==> src/rtl/typed_accum.sv <==
// Multi-channel accumulator: tagged beats over valid/ready are added into one of NCH
// per-channel sums (signed/unsigned, wrap/saturate), with a registered result per beat.
module typed_accum #(
  parameter int DW     = 8,
  parameter int AW     = 65,
  parameter int NCH    = 4,
  parameter bit SIGNED = 1'b1,
  parameter bit SAT    = 1'b1
) (
  input  logic                   clk,
  input  logic                   rstn,
  input  logic                   in_valid,
  output logic                   in_ready,
  input  logic [$clog2(NCH)-1:0] in_ch,
  input  logic [DW-1:0]          in_data,
  input  logic                   in_clear,
  output logic                   out_valid,
  input  logic                   out_ready,
  output logic [$clog2(NCH)-1:0] out_ch,
  output logic [AW-1:0]          out_acc,
  output logic                   out_ovf,
  output logic [31:0]            beat_count
);

  logic [NCH-1:0][AW-1:0] acc_q;
  logic [NCH-1:0]         ovf_q;

  logic          accept;
  logic [AW-1:0] ext;
  logic [AW-1:0] cur;
  logic [AW:0]   sum;
  logic          add_ovf;
  logic [AW-1:0] sat_val;
  logic [AW-1:0] nxt_acc;
  logic          nxt_ovf;

  assign in_ready = !out_valid || out_ready;
  assign accept   = in_valid && in_ready;

  // Datapath for the addressed channel; the stored value from the previous edge is
  // always current, so back-to-back beats to one channel need no forwarding.
  always_comb begin
    ext = '0;
    if (SIGNED) ext = {AW{in_data[DW-1]}};
    ext[DW-1:0] = in_data;

    cur = acc_q[in_ch];
    sum = {1'b0, cur} + {1'b0, ext};

    if (SIGNED)
      add_ovf = (cur[AW-1] == ext[AW-1]) && (sum[AW-1] != cur[AW-1]);
    else
      add_ovf = sum[AW];

    sat_val = '1;
    if (SIGNED) begin
      if (cur[AW-1]) begin
        sat_val         = '0;
        sat_val[AW-1]   = 1'b1;
      end else begin
        sat_val[AW-1]   = 1'b0;
      end
    end

    if (in_clear) begin
      nxt_acc = ext;
      nxt_ovf = 1'b0;
    end else begin
      nxt_ovf = ovf_q[in_ch] | add_ovf;
      nxt_acc = (add_ovf && SAT) ? sat_val : sum[AW-1:0];
    end
  end

  always_ff @(posedge clk) begin
    if (!rstn) begin
      acc_q      <= '0;
      ovf_q      <= '0;
      out_valid  <= 1'b0;
      out_ch     <= '0;
      out_acc    <= '0;
      out_ovf    <= 1'b0;
      beat_count <= '0;
    end else if (accept) begin
      acc_q[in_ch] <= nxt_acc;
      ovf_q[in_ch] <= nxt_ovf;
      out_valid    <= 1'b1;
      out_ch       <= in_ch;
      out_acc      <= nxt_acc;
      out_ovf      <= nxt_ovf;
      beat_count   <= beat_count + 32'd1;
    end else if (out_ready) begin
      out_valid <= 1'b0;
    end
  end

endmodule

==> config.mk <==
export PLATFORM = sky130hd
export DESIGN_NAME = typed_accum
export DESIGN_NICKNAME = d
export VERILOG_FILES = /design/src/rtl/typed_accum.sv
export SDC_FILE = /design/constraint.sdc
export NUM_CORES = 1
export LEC_CHECK = 0
export CAP_MARGIN = 0
export CORE_ASPECT_RATIO = 2
export CORE_UTILIZATION = 50
export DETAILED_ROUTE_END_ITERATION = 6
export GPL_TIMING_DRIVEN = 0
export PLACE_DENSITY = 0.69
export SYNTH_ARGS = -nofsm -noshare
export SYNTH_HDL_FRONTEND = slang
export SYNTH_SLANG_ARGS = --single-unit
==> constraint.sdc <==
create_clock -name clk -period 14.3 [get_ports clk]
set_input_delay 2.86 -clock clk [delete_from_list [all_inputs] [get_ports clk]]
set_output_delay 2.86 -clock clk [all_outputs]
set_load 0.02 [all_outputs]
==> results.json, run 1 <==
{
  "die-area_mm2": 0.03775,
  "ff2ff_setup_slack_ns": 9.55,
  "cts.repair.resized": 0,
  "grt_usage": 0.3587,
  "status": "finished, violations left",
  "synth_top_area_share": 0.3957,
  "drive_above_1_share": 0.09103,
  "ys_warn_count": 0,
  "nets": 2263,
  "hp-class": "register to register",
  "min_period_ns": 8.743,
  "dr.pass1.iters": 6,
  "finalWorstSetupSlack_ns": 5.557,
  "path_cells": "clkbuf_1 > buf_1 > buf_1 > mux4_2 > ha_1 > a21oi_1 > o21ai_1 > a32oi_1 > nor2_1 > a211oi_2 > o21ai_1 > a41oi_1 > mux2i_1 > a21oi_1",
  "vias": 17307,
  "initial_core_util": 0.5070,
  "num_io_pins": 117,
  "critical_path_depth": 14,
  "synth_area_leader_cell": "dfxtp_1",
  "powerDensity_mw_per_mm2": 122.5,
  "synth_nets": 2112,
  "yosysUniqueCellTypes": 77,
  "rsz0062_at_grt": "no",
  "internal-power_w": 0.001853,
  "relSlewSlack": -0.002149,
  "fin_skew_ns": 0.01772,
  "worstMarginPinSlew_ns": 1.498,
  "setup_viol": 0,
  "route.detailed.drc": 0,
  "crit_slowest_cell": "buf_1",
  "dp_cells": 2600,
  "hpwl_um": 51750,
  "antenna_left": 0,
  "crit_path_max_fanout": 10,
  "pwr-share-comb": 0.189,
  "grt.busiest_layer": "met2",
  "die_y_um": 273.8,
  "critPathRequiredTime_ns": 14.70,
  "hold_violations": 0,
  "met1_usage": 0.3378,
  "switchingPower_w": 0.0007764,
  "place_congestion": 0.9944,
  "areaGrowthSynthToFinish_pct": 16.26,
  "cts_setup_buffers": 0,
  "syn_area_per_cell_um2": 9.091,
  "clkPwrFrac": 0.393,
  "dp_slack_ns": 4.966,
  "clkSlewWorstSetupHoldPaths_ns": 0.06,
  "cts.root.buffer_cell": "clkbuf_16",
  "drv_cap": 1,
  "tritoncts": "built",
  "reg2reg_to": "acc_q[49]",
  "power_frac_seq": 0.418,
  "synth_edf_count": 0,
  "core_area_mm2": 0.03642,
  "critPathArrivalTime_ns": 9.14,
  "layout_commonest_cell": "dfxtp_1",
  "port_buffers": 113,
  "cts_buffers": 34,
  "instances_no_fill": 2663,
  "finalCritPeriodShare": 0.6114,
  "synth_flop_cell": "dfxtp_1",
  "critPathCapture": "acc_q[49]",
  "drt_iter0_markers": 1256,
  "failed_checks": "capacitance limit, slew limit",
  "cp_slowest_stage_delay_ns": 0.88,
  "grt_pass1_vias": 17655,
  "worstSkewPairLatency_ns": 0.55,
  "synth.area.top_cells": "dfxtp_1, mux4_2, a21oi_1, o21ai_0, ha_1",
  "r2r_start": "acc_q[204]",
  "syn_inst": 2031,
  "rr_worst_depth": 11,
  "antenna_found_initial": 0,
  "layout_common_cells": "dfxtp_1, a21oi_1, o21ai_0",
  "leakagePower_nw": 8.167,
  "cp-startpoint": "in_ch[0]",
  "num_rows": 99,
  "async_reset_ff_frac": 0,
  "cts_buffer_depth": 3,
  "ys_seq_area_frac": 0.3957,
  "finalSetupTns_ns": 0,
  "grt_max_degree": 39,
  "viasPerCell": 6.499,
  "critical-path-top-delay-family": "compound AO/OA/AOI/OAI gates",
  "cts_hold_buf": 0,
  "gr-total-overflow": 0,
  "clock-sinks": 365,
  "irDropWorstVdd_mv": 0.1335,
  "grt_pass1_wl_um": 100900,
  "start_kind": "input port",
  "power_switching_share": 0.2953,
  "die_w_um": 137.9,
  "synth_area_mm2": 0.01846,
  "fin_util": 0.5895,
  "worstSetupPathType": "input port to register",
  "endpoint_kind": "register",
  "synth_seq_cells": 365,
  "use_met3": 0.05704,
  "htreeDepth": 2,
  "wl_per_cell_um": 25.21,
  "max_freq_ghz": 0.1144,
  "gr-usage-met2": 0.6396,
  "slew_violations": 1,
  "drt-total-wl_um": 67140,
  "timing.critical_path.buf_inv": 3
}
-- power by group through the flow --
stage	combinational, W	sequential, W	clock [W]
floorplan	0.000293	0.00113	0
global placement	0.000480	0.00112	0
detailed placement	0.000486	0.00112	0
CTS	0.000489	0.00110	0.00104
global route	0.000530	0.00110	0.00108
finish	0.000497	0.00110	0.00103
-- area by class of cell --
type	instances	area, µm²
Antenna cell	1	2.502
Buffer	143	571.8
Clock buffer	42	962.2
Clock inverter	20	307.8
Fill cell	3235	14950
Inverter	31	116.4
Multi-Input combinational cell	1492	10470
Sequential cell	365	7307
Tap cell	454	568.0
Timing Repair Buffer	115	1157
-- synth_stat cells, types with 5 or more instances --
| library cell | instances |
|---|---|
| a211oi_1 | 40 |
| a21o_1 | 46 |
| a21oi_1 | 236 |
| a21oi_2 | 13 |
| a22o_1 | 77 |
| a31oi_1 | 16 |
| a32o_1 | 10 |
| and2_1 | 7 |
| and3_1 | 13 |
| and4_1 | 8 |
| buf_1 | 9 |
| buf_2 | 24 |
| clkbuf_1 | 108 |
| dfxtp_1 | 365 |
| ha_1 | 65 |
| inv_1 | 30 |
| mux2i_1 | 5 |
| mux4_2 | 66 |
| nand2_1 | 142 |
| nand2b_1 | 9 |
| nand3_1 | 70 |
| nand4_1 | 31 |
| nor2_1 | 121 |
| nor2b_1 | 7 |
| nor3_1 | 19 |
| o211ai_1 | 11 |
| o21a_1 | 15 |
| o21ai_0 | 220 |
| o21ai_1 | 9 |
| o21bai_1 | 19 |
| o221a_2 | 6 |
| o221ai_1 | 31 |
| o31ai_1 | 16 |
| or2_2 | 9 |
| or3_1 | 17 |
| xnor2_1 | 30 |
| xor2_1 | 44 |
-- state kept, by name (all words and copies together), names as in the netlist --
name        cells
beat_count     32
out_acc        65
ovf_q           4
acc_q         260
out_ch          2
out_ovf         1
out_valid       1
-- worst reg2reg max path: stages (launching register included) --
cell,delay [ns]
dfxtp_1,0.31
mux4_2,0.55
ha_1,0.42
and4_1,0.26
nand3_1,0.09
a21oi_1,0.42
a2bb2oi_1,0.62
a211oi_2,0.31
o21ai_1,0.61
a41oi_1,0.32
mux2i_1,0.57
a21oi_1,0.14
-- worst min path at each step --
| stage | start | to | slack [ns] | cells past startpoint |
|---|---|---|---|---|
| 6_report | out_acc[9] | out_acc[9] | 0.45 | 2 |
| 3_3_place_gp | acc_q[9] | acc_q[9] | 0.43 | 2 |
| 2_1_floorplan | acc_q[139] | acc_q[139] | 0.42 | 2 |
| 5_1_grt | acc_q[220] | acc_q[220] | 0.48 | 2 |
| 3_5_place_dp | out_acc[9] | out_acc[9] | 0.44 | 2 |
| 4_1_cts | out_acc[9] | out_acc[9] | 0.46 | 2 |
-- cells by family (layout without fill, tap and decap cells) --
logic type | count (synthesis) | in the layout | synth area share
AOI/OAI and AO/OA | 816 | 816 | 0.2852
and+or+nand+nor | 465 | 465 | 0.1183
DFF | 365 | 365 | 0.3957
buffers and inverters | 174 | 351 | 0.03727
xor gates and xnor gates | 74 | 74 | 0.03510
muxes | 71 | 71 | 0.08322
adders and majority gates | 66 | 66 | 0.04513
other | 0 | 1 | 0
-- metal layers --
layer  share of wire  vias to the layer above  wire length [µm]
met1            0.33                     8329             22070
met3           0.048                      302              3194
li1                -                     7972                 -
met5               0                        -                 0
met4            0.10                        0              6985
met2            0.52                      704             34890
-- per-stage QoR --
step                      hold slack, ns  power (W)  area, µm²
after detailed placement          0.4418   0.001607      20190
after CTS                         0.4570   0.002627      21460
after global routing              0.4813   0.002717      21460
after floorplan                   0.4198   0.001428      18460
after global placement            0.4295   0.001598      20160
final                             0.4544   0.002630      21470
No activity file was read; power rests on OpenSTA's default activity.
==> inputs of run 2 (changes only) <==
PLACE_DENSITY = 0.72   (was 0.69)
clock period = 7.7 ns   (was 14.3 ns; I/O delays follow)
==> run 2 against run 1 <==
Effect of this change:
- the flow finishes with violations (capacitance limit)
- final cell count hardly changed
- global-route usage fell by 0.25 points
- register-to-register slack lost 6.6 ns
- critical path depth increased by 1
- flip-flop and latch count unchanged
- sequential power up 85%
- sequential share of layout area increased by 0.060 points
- first-iteration DRC count increased by 1.8%
- combinational power rose by 85%
- worst hold slack hardly changed
- setup slack worse by 5.1 ns
==> results.json, run 2 (same netlist as run 1, synthesis figures left out) <==
{
  "cts_setup_buffers": 0,
  "drt_iter0_markers": 1278,
  "initial_core_util": 0.5070,
  "antenna_found_initial": 0,
  "max_freq_ghz": 0.1373,
  "setup_viol": 0,
  "worstMarginPinSlew_ns": 1.483,
  "viasPerCell": 6.504,
  "grt_pass1_wl_um": 100700,
  "drive_above_1_share": 0.09062,
  "timing.critical_path.buf_inv": 5,
  "cp_slowest_stage_delay_ns": 0.92,
  "multi_input_area_mm2": 0.01047,
  "antenna_left": 0,
  "vias": 17308,
  "fin_skew_ns": 0.01888,
  "grt_pass1_vias": 17897,
  "min_period_ns": 7.282,
  "grt_usage": 0.3561,
  "final_area_mm2": 0.02143,
  "cts_buffers": 34,
  "clock-sinks": 365,
  "num_rows": 99,
  "path_cells": "clkbuf_1 > buf_1 > buf_1 > mux4_2 > ha_1 > clkbuf_1 > a21oi_1 > o21a_1 > o21ai_0 > o21a_1 > o211ai_1 > nand2_1 > buf_2 > nor2_1 > a211oi_1",
  "die_y_um": 273.8,
  "dr.pass1.iters": 5,
  "areaGrowthSynthToFinish_pct": 16.06,
  "htreeDepth": 2,
  "status": "finished, violations left",
  "cts.root.buffer_cell": "clkbuf_16",
  "placed_area_mm2": 0.02019,
  "dp_slack_ns": -0.1835,
  "port_buffers": 113,
  "crit_slowest_cell": "buf_1",
  "instances_no_fill": 2661,
  "drv_cap": 1,
  "critPathRequiredTime_ns": 8.07,
  "relSlewSlack": 0.007896,
  "crit_path_max_fanout": 10,
  "layout_common_cells": "dfxtp_1, a21oi_1, o21ai_0",
  "worstSkewPairLatency_ns": 0.55,
  "reg.largest.list": "acc_q (260), out_acc (65), beat_count (32)",
  "powerDensity_mw_per_mm2": 226.8,
  "core_area_mm2": 0.03642,
  "failed_checks": "capacitance limit",
  "critPathArrivalTime_ns": 7.65,
  "whs_ns": 0.4545,
  "endpoint_kind": "register",
  "hp-class": "register to register",
  "gr-total-overflow": 0,
  "finalCritPeriodShare": 0.9457,
  "finalWorstSetupSlack_ns": 0.4184,
  "tritoncts": "built",
  "hpwl_um": 50850,
  "drt-total-wl_um": 66500,
  "route.detailed.drc": 0,
  "rsz0062_at_grt": "no",
  "leakagePower_nw": 8.154,
  "num_io_pins": 117,
  "die-area_mm2": 0.03775,
  "worstSetupPathType": "input port to register",
  "largest_reg_flops": 260,
  "layout_commonest_cell": "dfxtp_1",
  "start_kind": "input port",
  "clkSlewWorstSetupHoldPaths_ns": 0.07,
  "dp_cells": 2600,
  "place_congestion": 0.9784,
  "slew_violations": 0,
  "wl_per_cell_um": 24.99,
  "fillers": 3302,
  "antenna_cells": 0,
  "irDropWorstVdd_mv": 0.2273,
  "hold_violations": 0,
  "grt_max_degree": 38,
  "nets": 2263,
  "regMostFlops": "acc_q",
  "cts_buffer_depth": 3,
  "critical-path-top-delay-family": "buffers and inverters",
  "die_w_um": 137.9,
  "seq_area_mm2": 0.007307,
  "cts_hold_buf": 0
}
[run 2: cell types whose count changed in the layout (fill, tap and decap cells not counted)]
cell,change
inv_6,+1
inv_16,+1
clkbuf_2,+2
buf_1,-2
diode_2,-1
clkbuf_1,+2
clkbuf_8,-3
clkinv_8,-2
[run 2: worst paths after layout]
| check | from | to | slack, ns | cells past startpoint |
|---|---|---|---|---|
| worst max-delay path | in_ch[0] | acc_q[58] | 0.42 | 15 |
| worst min-delay path | out_ch[0] | out_ch[0] | 0.45 | 2 |
| worst max register to register | acc_q[204] | acc_q[61] | 2.98 | 11 |
| worst min register to register | out_ch[0] | out_ch[0] | 0.45 | 2 |
[run 2: worst min-delay path: stages, from the launching register on]
cell and delay, ns:
dfxtp_1 0.31, nand2_1 0.05, a21oi_1 0.05
[run 2: final cells by class]
type	count	area share
buffer	143	0.02680
clock buffer	41	0.04332
clock inverter	20	0.01419
inverter	31	0.005430
multi-input combinational	1492	0.4888
sequential	365	0.3410
tap	454	0.02651
timing repair buffer	115	0.05401
[run 2: power by group]
part	leakage [nW]	total (W)	internal (W)	switching [W]
clock network	0.610	0.00190	0.00111	0.000794
logic	4.56	0.000917	0.000320	0.000597
registers	2.98	0.00204	0.00199	0.0000542
total	8.15	0.00486	0.00342	0.00145
[run 2: timing repair]
| action | CTS | global route |
|---|---|---|
| hold endpoints to repair | 0 | 0 |
| endpoints found under the setup margin | 0 | 9 |
| gates resized for setup | 0 | 2 |
[run 2: per-layer routing]
metal,part of all wire,track usage
met5,0,0
met4,0.10,0.3367
met3,0.049,0.05778
met2,0.51,0.6316
met1,0.33,0.3384
[run 2: metrics by stage]
stage,setup TNS (ns),total power [W],util
3_5_place_dp,-1.831,0.002979,0.5545
2_1_floorplan,0,0.002651,-
5_1_grt,0,0.005016,0.5884
3_3_place_gp,-4.420,0.002963,0.5537
6_report,0,0.004860,0.5884
4_1_cts,0,0.004853,0.5884
==> inputs of run 3 (changes only) <==
ABC_CLOCK_PERIOD_IN_PS = 7700   (was default)
CORE_MARGIN = 5   (was default)
==> run 3 against run 2 <==
Effect of this change:
- the run now ends clean
- maximum frequency down 3.5%
- sequential share of layout area up 0.20 points
- design area down 0.58%
- largest cell class unchanged
- clock power down 8%
- register-to-register slack worse by 0.05 ns
- final cell count down 0.15%
- utilization down 0.54 points
- total power down 3.1%
==> results.json, run 3 (same netlist as run 1, synthesis figures left out) <==
{
  "status": "complete, no violations",
  "num_io_pins": 117,
  "path_cells": "clkbuf_1 > buf_1 > clkdlybuf4s15_1 > mux4_2 > ha_1 > buf_2 > nand4_1 > nor3_1 > nor4b_2 > a311oi_2 > o21ai_1 > o211ai_1 > nand2_1 > buf_2 > nor2_1 > a211oi_1",
  "grt_usage": 0.3109,
  "cp-startpoint": "in_ch[0]",
  "gr-total-overflow": 0,
  "timing.critical_path.buf_inv": 5,
  "finalCritPeriodShare": 0.9804,
  "final_area_mm2": 0.02130,
  "clock-sinks": 365,
  "port_buffers": 113,
  "crit_slowest_cell": "clkdlybuf4s15_1",
  "crit_path_max_fanout": 10,
  "instances_no_fill": 2657,
  "drive_above_1_share": 0.08715,
  "die_w_um": 145.9,
  "finalWorstSetupSlack_ns": 0.1513,
  "worstMarginPinSlew_ns": 1.464,
  "cts_hold_buf": 0,
  "clkSlewWorstSetupHoldPaths_ns": 0.07,
  "grt_max_degree": 66,
  "cts_buffers": 31,
  "slew_violations": 0,
  "reg.largest.list": "acc_q (260), out_acc (65), beat_count (32)",
  "critPathCapture": "acc_q[55]",
  "regMostFlops": "acc_q",
  "largest_reg_flops": 260,
  "core_area_mm2": 0.03654,
  "crit_top_cell": "buf_2",
  "placed_area_mm2": 0.02018,
  "die_y_um": 281.8,
  "areaGrowthSynthToFinish_pct": 15.38,
  "relSlewSlack": 0.02061,
  "worstSkewPairLatency_ns": 0.62,
  "num_rows": 99,
  "start_kind": "input port",
  "cts.repair.resized": 0,
  "setup_viol": 0,
  "drv_cap": 0,
  "ff2ff_setup_slack_ns": 2.93,
  "viasPerCell": 6.575,
  "fillers": 3260,
  "antenna_left": 0,
  "critical_path_depth": 16,
  "cts_setup_buffers": 0,
  "grt_pass1_vias": 18094,
  "wl_per_cell_um": 25.11,
  "layout_commonest_cell": "dfxtp_1",
  "r2r_start": "acc_q[204]",
  "reg2reg_to": "acc_q[61]",
  "die-area_mm2": 0.04110,
  "place_congestion": 1.045,
  "dp_cells": 2599,
  "hpwl_um": 51020,
  "irDropWorstVdd_mv": 0.2004,
  "worstSetupPathType": "input port to register",
  "max_freq_ghz": 0.1325,
  "grt_pass1_wl_um": 100300,
  "vias": 17471,
  "critical-path-top-delay-family": "buffers and inverters",
  "rsz0062_at_grt": "no",
  "layout_common_cells": "dfxtp_1, a21oi_1, o21ai_0",
  "fin_skew_ns": 0.02907,
  "antenna_found_initial": 0,
  "power_w": 0.004709,
  "initial_core_util": 0.5053,
  "powerDensity_mw_per_mm2": 221.1,
  "leakagePower_nw": 8.087,
  "nets": 2259,
  "critPathArrivalTime_ns": 7.99,
  "antenna_cells": 0,
  "drt-total-wl_um": 66720,
  "dr.pass1.iters": 5,
  "tritoncts": "built",
  "cts.root.buffer_cell": "clkbuf_16",
  "htreeDepth": 1,
  "cp_slowest_stage_delay_ns": 0.90,
  "endpoint_kind": "register",
  "cts_buffer_depth": 3,
  "critPathRequiredTime_ns": 8.14,
  "rr_worst_depth": 11,
  "min_period_ns": 7.549,
  "hold_violations": 0,
  "route.detailed.drc": 0,
  "hp-class": "register to register",
  "dp_slack_ns": -0.1720,
  "drt_iter0_markers": 1316
}
run 3: cell count changes in the layout (fill, tap and decap cells not counted), sizes merged:
cell | previous run | this run
bufinv | 7 | 5
clkdlybuf4s15 | 0 | 1
clkinv | 10 | 7
clkbuf | 152 | 153
inv | 33 | 32
run 3: final cells by class:
cell class	instances	area [µm²]	share of cell area
well taps	454	568.0	0.02666
inverters	31	116.4	0.005462
clock inverters	14	216.5	0.01016
clock buffers	44	904.6	0.04246
repair buffers	114	1140	0.05350
multi-input cells	1492	10470	0.4916
plain buffers	143	578.1	0.02713
flip-flops and latches	365	7307	0.3430
run 3: worst min-delay path by stage:
| stage | from | end | cells past startpoint | slack [ns] |
|---|---|---|---|---|
| 2_1_floorplan | acc_q[139] | acc_q[139] | 2 | 0.42 |
| 3_3_place_gp | acc_q[25] | acc_q[25] | 2 | 0.43 |
| 3_5_place_dp | acc_q[152] | acc_q[152] | 2 | 0.44 |
| 4_1_cts | acc_q[216] | acc_q[216] | 2 | 0.46 |
| 5_1_grt | acc_q[152] | acc_q[152] | 2 | 0.48 |
| 6_report | acc_q[22] | acc_q[22] | 2 | 0.46 |
run 3: where the power goes:
part	internal (W)	total, W	switching, W
logic	0.000319	0.000914	0.000595
registers	0.00199	0.00204	0.0000536
clock network	0.000990	0.00175	0.000765
run 3: tightest hold or removal path, cell delays in order, from the launching register on:
cell and delay, ns:
dfxtp_1 0.31, nand2_1 0.05, o21ai_1 0.05
run 3: metrics by stage:
step             util  TNS [ns]  hold WS [ns]
3_3_place_gp   0.5518    -9.524        0.4286
2_1_floorplan       -         0        0.4198
5_1_grt        0.5830         0        0.4805
3_5_place_dp   0.5522    -2.053        0.4422
6_report       0.5830         0        0.4550
4_1_cts        0.5828         0        0.4586
run 3: metal layers:
metal	share of wire	vias to the layer above	GRT usage	wire, µm
li1	-	7947	-	-
met1	0.32	8354	0.2906	21520
met2	0.51	829	0.5782	34320
met3	0.058	341	0.04535	3867
met4	0.11	0	0.2821	7016
met5	0	-	0	0
